File: src/rtl/input_debounce.sv
// Per-bit synchronizer and debouncer with a shared sample prescaler.
// Optional macro INPUT_DEBOUNCE_SYNC_EN inserts a two-flop synchronizer ahead of the debounce logic.
module input_debounce #(
  parameter int   IW  = 1,
  parameter logic DS  = 1'b0,
  parameter int   PS  = 1,
  parameter int   DLY = 4,
  parameter int   CW  = 8
) (
  input  logic          clk,
  input  logic          rst,
  input  logic [IW-1:0] i,
  output logic [IW-1:0] o,
  output logic [IW-1:0] o_rise,
  output logic [IW-1:0] o_fall,
  output logic          o_tick
);

  localparam int             PW       = (PS > 1) ? $clog2(PS) : 1;
  localparam logic [PW-1:0]  PCNT_END = PW'(PS - 1);
  localparam logic [CW-1:0]  CNT_END  = CW'(DLY - 1);

  logic [IW-1:0] s;
  logic [PW-1:0] pcnt;
  logic          tick;
  logic [CW-1:0] cnt [IW];

`ifdef INPUT_DEBOUNCE_SYNC_EN
  logic [IW-1:0] sync_q1;
  logic [IW-1:0] sync_q2;

  always_ff @(posedge clk or posedge rst) begin
    if (rst) begin
      sync_q1 <= {IW{DS}};
      sync_q2 <= {IW{DS}};
    end else begin
      sync_q1 <= i;
      sync_q2 <= sync_q1;
    end
  end

  assign s = sync_q2;
`else
  assign s = i;
`endif

  // With PS == 1 pcnt never leaves 0, so the tick is permanently high.
  assign tick   = (pcnt == PCNT_END);
  assign o_tick = tick;

  always_ff @(posedge clk or posedge rst) begin
    if (rst) begin
      pcnt <= '0;
    end else if (tick) begin
      pcnt <= '0;
    end else begin
      pcnt <= pcnt + 1'b1;
    end
  end

  // Any sample agreeing with the stable level restarts the count, so only
  // DLY consecutive differing ticks can move o.
  always_ff @(posedge clk or posedge rst) begin
    if (rst) begin
      o      <= {IW{DS}};
      o_rise <= '0;
      o_fall <= '0;
      for (int n = 0; n < IW; n++) begin
        cnt[n] <= '0;
      end
    end else begin
      o_rise <= '0;
      o_fall <= '0;
      for (int n = 0; n < IW; n++) begin
        if (s[n] == o[n]) begin
          cnt[n] <= '0;
        end else if (tick && (cnt[n] == CNT_END)) begin
          o[n]      <= s[n];
          cnt[n]    <= '0;
          o_rise[n] <= s[n];
          o_fall[n] <= ~s[n];
        end else if (tick) begin
          cnt[n] <= cnt[n] + 1'b1;
        end
      end
    end
  end

endmodule

File: config.mk
export PLATFORM = sky130hd
export DESIGN_NAME = input_debounce
export DESIGN_NICKNAME = d
export VERILOG_FILES = /design/src/rtl/input_debounce.sv
export SDC_FILE = /design/constraint.sdc
export NUM_CORES = 1
export LEC_CHECK = 0
export BUFFER_PORTS_ARGS = -buffer_cell sky130_fd_sc_hd__buf_2
export CORE_AREA = 4 4 41 43
export CTS_CLUSTER_DIAMETER = 30
export CTS_CLUSTER_SIZE = 16
export DETAILED_ROUTE_END_ITERATION = 16
export DIE_AREA = 0 0 45 47
export PLACE_DENSITY = 0.64
export RECOVER_POWER = 25
export REMOVE_ABC_BUFFERS = 1
export SYNTH_ARGS = -nofsm -noshare
export SYNTH_HDL_FRONTEND = slang
export SYNTH_SLANG_ARGS = --single-unit
File: constraint.sdc
create_clock -name clk -period 3.2 [get_ports clk]
set_input_delay 0.16 -clock clk [delete_from_list [all_inputs] [get_ports clk]]
set_output_delay 0.16 -clock clk [all_outputs]
set_load 0.005 [all_outputs]
# Yosys cells after proc, flatten, opt, wreduce, memory -nomap -nowiden
# Cells that the tools add are included.
[totals]
out_inout_bits = 4
ff_bits = 12
wordCells = 23
[op_classes]
n_bitwise = 3
add_sub_neg = 2
mux = 8
eq_ne = 3
n_reduce_logical = 2
[ops]
columns = ["op", "n"]
rows = [
  ["8-bit two-way mux", 3],
  ["8-bit by 1-bit adder with 8-bit output (second input constant)", 1],
  ["8-bit by 2-bit == test with 1-bit output (second input constant)", 1],
  ["1-bit two-way mux", 5],
  ["3-bit by 1-bit inequality test with 1-bit output (second input constant)", 1],
  ["1-bit NOT", 3],
  ["2-bit AND reduction", 1],
  ["1-bit adder (second input constant)", 1],
  ["1-bit == test", 1],
  ["1-bit logical AND", 1],
]

# Logic depth before layout (Yosys ltp)
[depth]
depth_word = 4
ltp_mapped = 4

# Worst setup path before layout
# Ideal clock, no wire load.
[synth_timing]
path_type = "register -> register"
from = "register cnt[5] in the netlist's numbering"
to = "register o"
t_arrival_ns = 1.611
path_stages_with_launch = 4
required_ns = 3.075
setup_time_ns = 0.125
n_path_buf = 0
synth_period_minus_slack_ns = 1.736
setup_slack_ns = 1.464
path_cell_list = "dfrtp_1 or4_4 or3_4 mux2_4"
[synth_between]
elab_chain_cells = 3
[synth_lines]
columns = ["element", "line", "source"]
rows = [
  ["start, declared", "26", "logic [CW-1:0] cnt [IW];"],
  ["start signal, assigned by index", "83", "cnt[n] <= cnt[n] + 1'b1;"],
  ["8-bit by 2-bit == test with 1-bit output", "77", "end else if (tick && (cnt[n] == CNT_END)) begin"],
  ["1-bit logical AND", "77", ""],
  ["2-bit AND reduction (no source line)", "-", ""],
  ["end signal, assigned", "65", "o <= {IW{DS}};"],
  ["end signal, assigned by index", "78", "o[n] <= s[n];"],
  ["end, declared", "13", "output logic [IW-1:0] o,"],
]
# No other way between the ends.
# A chain may end at the register's enable or synchronous reset.

# Worst setup path after layout
# Ends and elaborated chain as after synthesis.

==> impl_metrics.tcl <==
set metrics [dict create \
    outcome "completed" \
    worst_clock_skew_ns 0.00537 \
    final_weighted_congestion_of_routability_driven_global_placement 0.818 \
    synth_warnings 0 \
    postCtsSetupRepairBufs 0 \
    drive_gt1_share_pct 22.8 \
    synthesis.area_per_instance_um2 10.8 \
    slew_viol_final 0 \
    fp.dieArea_um2 2120 \
    gr-total-overflow 0 \
    route.detailed.drc 0 \
    routedWlPerCell_um 13.0 \
    maximum_net_fanout_on_the_critical_path 5 \
    via_count 371 \
    routed_wl_um 937 \
    peakVddDrop_mv 0.322 \
    rsz0062_at_grt "no" \
    grt_first_pass_wirelength_um 1590 \
    post-route-min-period_ns 1.80 \
    synth.ff_latch_count 11 \
    numPlacedInstances 67 \
    post_synth_main_area_contributors "sky130_fd_sc_hd__dfrtp_1 53%, sky130_fd_sc_hd__a21oi_1 3.8%, sky130_fd_sc_hd__xnor2_1 3.4%" \
    syn_area_um2 520 \
    root_buffer "sky130_fd_sc_hd__clkbuf_4" \
    relSlewSlack_pct 61.7 \
    cp_cell_sequence "or4_4, or3_4, mux2_4" \
    critPathKind "flop to flop" \
    initial_cell_density_of_the_core_pct 40.0 \
    nNetsFinal 62 \
    coreArea_um2 1300 \
    f_max_mhz 555 \
    finish.cell_count_without_fillers 72 \
    cts_resized 0 \
    global_route_total_usage_across_every_layer_pct 11.5 \
    finalPower_w 0.000359 \
    arrival_ns 1.96 \
    max-cap-violations 0 \
    drt_iter0_markers 2 \
    setup_viol 0 \
    first_global_vias 347 \
    clock_sink_count 11 \
    final_antenna_net_count 0 \
    worst-r2r-setup-slack_ns 1.40 \
    ant_diodes 0 \
    critical_path.endpoint_type "flop" \
    cpLargestDelayFamily "simple AND/OR/NAND/NOR gates" \
    netlist_cell_types 23 \
    fin_tns_setup_ns 0 \
    clockBufferDepth 2 \
    syn2layout_area_growth_pct 13.9 \
    crit_path_max_incr_delay_ns 0.56 \
    startpoint_type "flop" \
    class_of_the_tightest_hold_or_removal_check "input port to flop" \
    power.density_nw_per_um2 605 \
    grt_max_degree 12 \
    synth_enable_flop_cells 0 \
    clock_tree_from_tritoncts "built" \
    boundaryPins 7 \
    cts_buffers 3 \
    worst_path_max_delay_cell "sky130_fd_sc_hd__or4_4" \
    timing_worst_slew_pin_value_ns 0.569 \
    post-dp-hpwl_um 691 \
    synth_area_leader_cell "sky130_fd_sc_hd__dfrtp_1" \
    synth_top_area_share_pct 52.9 \
    buffer_ports.inserted 5 \
    final_hold_viol_count 0 \
    drt_pass1_iterations 4 \
    vias_per_cell 5.15 \
    clk-insertion-delay-late_ns 0.28 \
    grt_antenna_before_repair 0 \
    period_share_pct 56.3 \
    synth.yosys.seq_area_share_pct 52.9 \
    cp.buffers_inverters 0 \
    utilization_pct 45.6 \
    power.leakage_nw 0.277 \
    synth_top_flop_cell "sky130_fd_sc_hd__dfrtp_1" \
    synthTopCellsByCount "11 x sky130_fd_sc_hd__dfrtp_1, 4 x sky130_fd_sc_hd__a21oi_1, 3 x sky130_fd_sc_hd__nand3_1, 3 x sky130_fd_sc_hd__nor2_1, 3 x sky130_fd_sc_hd__o21ai_0" \
    synth_most_common_cell "sky130_fd_sc_hd__dfrtp_1" \
    netlist_instances 48 \
    die_x_um 45 \
    clk_pin_slew_worst_setup_hold_paths_ns 0.07 \
    async_reset_ff_share_pct 100 \
    placement_rows 13 \
    crit_required_ns 3.36 \
    h_tree_depth 1 \
    die_h_um 47 \
]
## worst reg2reg max path, stage by stage (launching register included)
cell                      delay (ns)
sky130_fd_sc_hd__dfrtp_1        0.42
sky130_fd_sc_hd__or4_4          0.56
sky130_fd_sc_hd__or3_4          0.41
sky130_fd_sc_hd__mux2_4         0.30
## flip-flops by register name, indices dropped and copies added (netlist names)
signal  flops
cnt         8
o           1
o_fall      1
o_rise      1
## layer usage
layer	global-route usage [%]	wire length, µm	vias up
li1	-	-	182
met1	14.0	461	174
met2	16.1	396	10
met3	3.45	42	5
met4	10.5	37	0
met5	0	0	-
## metrics by stage
| stage | hold WS [ns] | worst slack, ns | cell area (µm²) |
|---|---|---|---|
| 5_1_grt | 0.124 | 1.36 | 593 |
| 3_5_place_dp | 0.172 | 1.42 | 557 |
| 6_report | 0.116 | 1.40 | 593 |
| 2_1_floorplan | 0.0124 | 1.46 | 513 |
| 4_1_cts | 0.106 | 1.42 | 593 |
| 3_3_place_gp | 0.172 | 1.44 | 557 |
## cell type report
type | instances | area, µm²
Multi-Input combinational cell | 34 | 230
Inverter | 2 | 7.51
Sequential cell | 11 | 275
Tap cell | 15 | 18.8
Timing Repair Buffer | 6 | 35.0
Fill cell | 144 | 708
Clock buffer | 4 | 26.3
## where the power goes
part | internal [W] | switching (W)
Sequential | 0.000157 | 0.0000206
Combinational | 0.0000433 | 0.0000401
Clock | 0.0000484 | 0.0000490
## final timing paths
kind,from,end,cells after the start
setup / recovery,cnt[5]$_DFF_PP0_,o$_DFFE_PP0P_,3
hold / removal,i,o_fall$_DFF_PP0_,2
setup reg to reg,cnt[5]$_DFF_PP0_,o$_DFFE_PP0P_,3
hold reg to reg,cnt[0]$_DFF_PP0_,cnt[0]$_DFF_PP0_,1
max in group asynchronous,rst,cnt[2]$_DFF_PP0_,3
min in group asynchronous,rst,cnt[7]$_DFF_PP0_,3
## cells by family after synthesis
group	after synthesis	share of synthesized area, %
AND/OR/NAND/NOR	18	21.9
flip-flops	11	52.9
AO/OA/AOI/OAI	9	9.62
XOR/XNOR	4	6.73
buffers and inverters	3	2.89
adder cells (fa/ha/maj)	1	2.40
other	1	0.720
multiplexers	1	2.88
## cell usage in the layout, fill, tap and decap left out, drive strengths merged
cell,Yosys,routed
clkbuf,0,4
or4,1,1
or3,4,4
nand3,3,3
o21bai,1,1
o31ai,1,1
nand2,1,1
nor2,3,3
mux2,1,1
xor2,2,2
and3,1,1
xnor2,2,2
ha,1,1
conb,1,1
dlygate4sd3,0,1
a21oi,4,4
nor3b,2,2
inv,2,2
dfrtp,11,11
buf,1,5
o21ai,3,3
nand2b,2,2
nand4,1,1
## repair_timing
| action | CTS | global route |
|---|---|---|
| hold buffers | 1 | 0 |
| setup endpoints to repair | 0 | 0 |
| endpoints found under the hold margin | 11 | 0 |
Note: power is estimated with default switching activity, not from simulation.
